<file path="config.mk">
export PLATFORM = sky130hd
export DESIGN_NAME = firebird7_in_gate1_tessent_data_mux_sync
export DESIGN_NICKNAME = d
export VERILOG_FILES = /design/src/rtl/firebird7_in_gate1_data_mux_pkg.sv /design/src/rtl/firebird7_in_gate1_guard_counter.sv /design/src/rtl/firebird7_in_gate1_tessent_data_mux_sync.sv
export SDC_FILE = /design/constraint.sdc
export NUM_CORES = 1
export LEC_CHECK = 0
export CORE_AREA = 2 2 39 41
export DETAILED_ROUTE_END_ITERATION = 10
export DIE_AREA = 0 0 41 43
export PLACE_DENSITY = 0.68
export SLEW_MARGIN = 10
export SYNTH_ARGS = -nofsm -noshare
export SYNTH_HDL_FRONTEND = slang
export SYNTH_SLANG_ARGS = --single-unit
</file>
<file path="constraint.sdc">
create_clock -name ijtag_tck -period 1.6 [get_ports ijtag_tck]
set_input_delay 0.24 -clock ijtag_tck [delete_from_list [all_inputs] [get_ports ijtag_tck]]
set_output_delay 0.24 -clock ijtag_tck [all_outputs]
set_load 0.005 [all_outputs]
</file>
<file path="src/rtl/firebird7_in_gate1_data_mux_pkg.sv">
// firebird7_in_gate1_data_mux_pkg: shared state type, select-width helper and default safe value for the IJTAG data mux.
package firebird7_in_gate1_data_mux_pkg;
  typedef enum logic {ST_ACTIVE, ST_GUARD} state_t;
  localparam logic [63:0] DEF_SAFE_VALUE = '0;
  function automatic int sel_w(input int n);
    return (n <= 2) ? 1 : $clog2(n);
  endfunction
endpackage

</file>
<file path="src/rtl/firebird7_in_gate1_guard_counter.sv">
// firebird7_in_gate1_guard_counter: loadable down-counter with zero flag timing the break-before-make interval.
module firebird7_in_gate1_guard_counter #(
  parameter int W = 2
) (
  input  logic         i_clk,
  input  logic         i_rst_n,
  input  logic         i_load,
  input  logic [W-1:0] i_load_val,
  input  logic         i_dec,
  output logic         o_zero
);
  logic [W-1:0] r_count;
  always_ff @(posedge i_clk)
    if (!i_rst_n) r_count <= '0;
    else if (i_load) r_count <= i_load_val;
    else if (i_dec && r_count != '0) r_count <= r_count - 1'b1;
  assign o_zero = r_count == '0;
endmodule

</file>
<file path="src/rtl/firebird7_in_gate1_tessent_data_mux_sync.sv">
// firebird7_in_gate1_tessent_data_mux_sync: registered N-source mux with guarded source switch-over.
// Optional readback of source 0 via FIREBIRD7_IN_DATA_MUX_CAPTURE_EN.
module firebird7_in_gate1_tessent_data_mux_sync
  import firebird7_in_gate1_data_mux_pkg::*;
#(
  parameter int WIDTH = 3,
  parameter int NUM_SRC = 2,
  parameter int GUARD = 2,
  parameter logic [WIDTH-1:0] SAFE_VALUE = DEF_SAFE_VALUE[WIDTH-1:0],
  localparam int SELW = sel_w(NUM_SRC)
) (
  input  logic                     ijtag_tck,
  input  logic                     ijtag_reset,
  input  logic                     sel_req_valid,
  input  logic [SELW-1:0]          sel_req_src,
  output logic                     sel_req_ready,
  input  logic [NUM_SRC*WIDTH-1:0] src_data_in,
`ifdef FIREBIRD7_IN_DATA_MUX_CAPTURE_EN
  input  logic                     capture_en,
  output logic [WIDTH-1:0]         capture_data,
`endif
  output logic [WIDTH-1:0]         data_out,
  output logic [SELW-1:0]          active_src,
  output logic                     switching,
  output logic                     sel_err
);
  localparam int CW = $clog2(GUARD + 1);
  state_t r_state, w_state_n;
  logic [SELW-1:0] r_active, r_pending, w_active_n;
  logic [WIDTH-1:0] r_data;
  logic [WIDTH-1:0] w_src [NUM_SRC];
  logic r_err, w_accept, w_oor, w_switch, w_zero;
  for (genvar k = 0; k < NUM_SRC; k++) begin : g_src
    assign w_src[k] = src_data_in[k*WIDTH +: WIDTH];
  end
  assign sel_req_ready = r_state == ST_ACTIVE;
  assign w_accept = sel_req_valid & sel_req_ready;
  assign w_oor = int'(sel_req_src) >= NUM_SRC;
  assign w_switch = w_accept & ~w_oor & (sel_req_src != r_active);
  always_comb begin
    w_state_n = (r_state == ST_ACTIVE) ? (w_switch ? ST_GUARD : ST_ACTIVE) : (w_zero ? ST_ACTIVE : ST_GUARD);
    w_active_n = (r_state == ST_GUARD && w_zero) ? r_pending : r_active;
  end
  // Output looks ahead to the next state so the new source appears on the edge that leaves GUARD.
  always_ff @(posedge ijtag_tck)
    if (!ijtag_reset) begin
      r_state <= ST_ACTIVE;
      r_active <= '0;
      r_pending <= '0;
      r_data <= SAFE_VALUE;
      r_err <= 1'b0;
    end else begin
      r_state <= w_state_n;
      r_active <= w_active_n;
      if (w_switch) r_pending <= sel_req_src;
      r_data <= (w_state_n == ST_GUARD) ? SAFE_VALUE : w_src[w_active_n];
      if (w_accept && w_oor) r_err <= 1'b1;
    end
  firebird7_in_gate1_guard_counter #(.W(CW)) u_guard (
    .i_clk(ijtag_tck),
    .i_rst_n(ijtag_reset),
    .i_load(w_switch),
    .i_load_val(CW'(GUARD - 1)),
    .i_dec(r_state == ST_GUARD),
    .o_zero(w_zero)
  );
`ifdef FIREBIRD7_IN_DATA_MUX_CAPTURE_EN
  logic [WIDTH-1:0] r_capture;
  always_ff @(posedge ijtag_tck)
    if (!ijtag_reset) r_capture <= SAFE_VALUE;
    else if (capture_en) r_capture <= w_src[0];
  assign capture_data = r_capture;
`endif
  assign data_out = r_data;
  assign active_src = r_active;
  assign switching = r_state == ST_GUARD;
  assign sel_err = r_err;
endmodule
</file>
==> results of run 1 <==
logic make-up (layout without fill, tap and decap cells):
family,Yosys count,after routing,synth area share [%]
DFF,8,8,42.2
AOI/OAI and AO/OA,13,13,23.8
buffers and inverters,5,24,5.94
xor gates and xnor gates,2,2,4.62
muxes,1,1,2.64
adders and majority gates,1,1,3.30
and+or+nand+nor,11,11,16.5
other,1,1,0.989
through the flow:
step           worst slack, ns  total power [µW]  util, %  area, µm²  std cells
6_report                 0.155               453     42.0        581         77
3_3_place_gp             0.150               303     40.2        557         74
4_1_cts                 0.0442               454     41.9        579         77
5_1_grt                  0.122               474     42.0        581         77
2_1_floorplan            0.457               254        -        379         42
3_5_place_dp             0.107               303     40.2        557         74
metal layers:
metal  share of wire (%)  GRT usage (%)
met5                   0              0
met4                 5.3           10.0
met3                 2.9           1.57
met2                  48           13.4
met1                  44           14.2
cell usage in the layout (no fill, tap or decap), drive strengths merged, types with 2 or more instances in the layout:
cell type	instances
a21oi	3
clkbuf	3
inv	4
nand3	4
clkdlybuf4s50	15
xnor2	2
buf	2
o21ai	3
a21boi	4
dfxtp	8
nand2	3
repair_timing:
action,in CTS,in global routing
gates resized for setup,0,1
hold endpoints to repair,0,0
endpoints found under the setup margin,0,1
power by group through the flow:
| stage | Combinational, µW | Sequential [µW] | Clock (µW) |
|---|---|---|---|
| 5_1_grt | 87.7 | 220 | 167 |
| 2_1_floorplan | 31.9 | 222 | 0 |
| 4_1_cts | 81.2 | 218 | 155 |
| 3_5_place_dp | 80.4 | 222 | 0 |
| 6_report | 80.4 | 218 | 154 |
| 3_3_place_gp | 80.5 | 222 | 0 |
path summary, 6_finish.rpt:
kind | startpoint | endpoint | slack, ns | cells after the start
setup / recovery | switching$_SDFF_PN0_ | switching | 0.16 | 1
hold / removal | r_pending$_SDFFE_PN0P_ | r_pending$_SDFFE_PN0P_ | 0.48 | 2
setup reg to reg | u_guard.r_count[0]$_SDFFE_PN0P_ | data_out[0]$_SDFF_PP0_ | 0.34 | 6
hold reg to reg | r_pending$_SDFFE_PN0P_ | r_pending$_SDFFE_PN0P_ | 0.48 | 2
area by class of cell:
class	instances	share of cell area [%]
clock buffer	3	3.88
multi-input combinational	29	33.8
sequential	8	27.8
timing repair buffer	17	28.4
tap	16	3.45
inverter	4	2.59
==> metrics, run 1 <==
CP required=1.36 ns; clock share of power=34.1%; EDFF count, synth=0; share of cells above drive strength 1=13.1%; clk_lat worst skew=0.25 ns; synth unique cells=20; die width=41 µm; final period utilization=90.3%; TritonRoute pass-1 iters=4; # IOs=17; fillers=139; Final min period=about 1.4 ns; routed length per instance=10.2 µm; clk sinks=8; area delta synth->final=53.1%; GPL Wtd Cong=0.798; critical path, cell by cell=clkdlybuf4s50_1; Total Routed Length=787 µm; maximum clock insertion buffer count=2; Mapped Avg Cell Area=9.03 µm²; Min-Delay Path Class=flip-flop to flip-flop; crit path max-delay cell type=clkdlybuf4s50_1; post-DP HPWL=616 µm; max-slew violations=0; critical path capture point type=primary output; DR vias/cell=4.71; Seq/Total Area, Yosys=42.2%; grt ovf=0; final hold slack=0.479 ns; All-Layer GR Usage=between 10% and 20%; Root Driver=clkbuf_4; WP data arrival=1.20 ns; routed via count=363; first-pass GRT wire length=1250 µm; Post-Syn Area=379 µm²; Final #Nets=74; Combinational Power Share=17.7%; core area=0.00138 mm²; number of global-route vias before repair=323; antenna violations before repair=0; cts hold-fix bufs=0; synth top area cells=dfxtp_1 (42%), a21boi_0 (5.9%), nand3_1 (5.3%); Die Y=43 µm; Antenna diodes=0; post-CTS setup buffers=0; CP max FO=10; Setup CP Type=flip-flop to primary output; RSZ-0062 raised after global routing=no; number of buffers added on ports=15; Ys Warns=0; CP bufs+invs=1; startpoint types=flip-flop; setup TNS=0 ns; H-tree Lvls=1; top cells by count, synth=dfxtp_1 (8), inv_1 (4), nand3_1 (4); Synth Instances=42; # DRC=0; top_reg_cell synth=dfxtp_1; hold violation count in the final report=0; Peak VDD IR=around 0.00037 V; Max Freq=about 0.69 GHz; DRT iter0 DRCs=9; Reg area=161 µm²; switching pwr=103 µW; worst clock skew=0.000347 ns; Pleak=0.000231 µW; part of the power in registers=48.2%; net count after synthesis=53; Largest delay share family, worst path=buffers and inverters; Yosys reg bits=8; P_int=350 µW; die area=0.00176 mm²; cell taking the most area after synthesis=dfxtp_1; sw frac=22.8%; largest net degree at the start of global routing=11; status=finished clean; PD cells=slightly below 800 mW/mm²; CTS Buf Count=3; Clock Pin Slew Worst Setup and Hold Paths=0.05 ns; Final setup viols=0; Initial Utilization=a little over a quarter; Worst path max stage delay=0.53 ns; MaxCap Viol Count=0; ys async rst share=0%; Multi-input gate area=196 µm²; top-area cell type share of the netlist area=42.2%; Detail Route Antenna Nets=0; most numerous cell in the Yosys netlist=dfxtp_1; row count=14; CTS tree=yes
No activity file was read; power rests on OpenSTA's default activity.
==> run 2: changes to the inputs <==
Settings changed: CELL_PAD_IN_SITES_DETAIL_PLACEMENT set to 1, CELL_PAD_IN_SITES_GLOBAL_PLACEMENT set to 2, CORE_AREA 2 2 39 41 to not set, CORE_UTILIZATION set to 21, DIE_AREA 0 0 41 43 to not set, PLACE_DENSITY 0.68 to 0.83.
==> run 2 against run 1 <==
Net effect: sequential power hardly changed; via count is 0.55% higher; first-iteration DRC count is 44% lower; sequential share of layout area is 0.47 points lower; die area is 12% higher; clock power is 3% higher; hold slack better by 0.0045 ns; core utilization is 4.9 points lower; wire length is 14% higher; critical path type unchanged; highest routed layer unchanged.
==> metrics, run 2 (same netlist as run 1, synthesis figures left out) <==
status=finished clean; Detail Route Antenna Nets=0; area post-placement=567 µm²; most common cell after layout, fill and taps aside=clkdlybuf4s50_1; critical path, cell by cell=clkdlybuf4s50_1; share of cells above drive strength 1=13.1%; Final min period=1.43 ns; number of global-route vias before repair=351; WP data arrival=approximately 1.2 ns; max-slew violations=0; row count=14; clk_lat worst skew=0.25 ns; fillers=186; die area=0.00198 mm²; Clock Pin Slew Worst Setup and Hold Paths=around 0.060 ns; CP max FO=10; All-Layer GR Usage=11.2%; DR vias/cell=roughly 4.3; number of buffers added on ports=15; routed via count=365; worst clock skew=0.00464 ns; setup TNS=0 ns; Worst path max stage delay=about 0.53 ns; Min-Delay Path Class=flip-flop to flip-flop; CTS Buf Count=3; Max Freq=0.698 GHz; cts hold-fix bufs=0; clk sinks=8; largest net degree at the start of global routing=11; Antenna diodes=0; antenna violations before repair=0; startpoint types=flip-flop; TritonRoute pass-1 iters=4; routed length per instance=10.6 µm; critical path capture point type=primary output; H-tree Lvls=1; area delta synth->final=55.8%; GPL Wtd Cong=0.686; Final setup viols=0; Total Routed Length=897 µm; Reg area=161 µm²; post-DP HPWL=between 700 and 800 µm; most frequent cells in the layout=clkdlybuf4s50_1 (15), dfxtp_1 (7), inv_1 (4), nand3_1 (4); Setup CP Type=flip-flop to primary output; Initial Utilization=23.8%; PD cells=776 mW/mm²; Die Y=~44 µm; DRT iter0 DRCs=5; die width=44.5 µm; RSZ-0062 raised after global routing=no; Root Driver=clkbuf_4; fin util=a little under two fifths; # IOs=17; Pleak=~0.00023 µW; maximum clock insertion buffer count=2; hold violation count in the final report=0; MaxCap Viol Count=0; post-layout instance area=591 µm²; # DRC=0; CP bufs+invs=1; grt ovf=0; final period utilization=89.6%; core area=about 0.0016 mm²; CP required=1.36 ns; first-pass GRT wire length=1470 µm; Multi-input gate area=196 µm²; Peak VDD IR=0.000388 V; Final #Nets=74; CTS tree=yes; total power=458 µW; crit path max-delay cell type=clkdlybuf4s50_1; Largest delay share family, worst path=buffers and inverters
==> run 2: cell counts in the layout (fill, tap and decap cells not counted) <==
No cell type changed its count.
==> run 2: layer usage <==
metal / up-vias / GRT usage (%) / share of wire [%]
met4: 0 / 10.9 / 2.1
met2: 11 / 16.2 / 47
met3: 2 / 3.67 / 3.1
li1: 186 / - / -
met1: 166 / 12.7 / 48
met5: - / 0 / 0
==> run 2: area by class of cell <==
type	instances	area share, %
clock buffer	3	3.81
inverter	4	2.54
multi-input combinational	29	33.3
sequential	8	27.3
tap	24	5.08
timing repair buffer	17	28.0
==> run 2: what timing repair did <==
item                                    CTS  global route
gates resized for setup                   0             1
endpoints found under the setup margin    0             1
buffers inserted                          0             0
==> run 2: final timing paths <==
path                                   startpoint                endpoint  slack [ns]  depth (start not counted)
setup / recovery             switching$_SDFF_PN0_               switching        0.17                          1
setup reg to reg  u_guard.r_count[0]$_SDFFE_PN0P_  data_out[0]$_SDFF_PP0_        0.30                          5
hold reg to reg            r_pending$_SDFFE_PN0P_  r_pending$_SDFFE_PN0P_        0.48                          2
hold / removal             r_pending$_SDFFE_PN0P_  r_pending$_SDFFE_PN0P_        0.48                          2
==> run 2: power by group <==
part           internal [µW]  total [µW]  switching (µW)
combinational           53.4        81.6            28.2
sequential               211         218            7.29
clock                   86.1         159            72.6
==> run 2: stage by stage <==
stage	hold slack, ns	cells	worst slack (ns)
floorplan	0.379	42	0.457
finish	0.483	85	0.167
detailed placement	0.482	82	0.0834
CTS	0.490	85	0.0341
global placement	0.467	82	0.119
global route	0.509	85	0.111
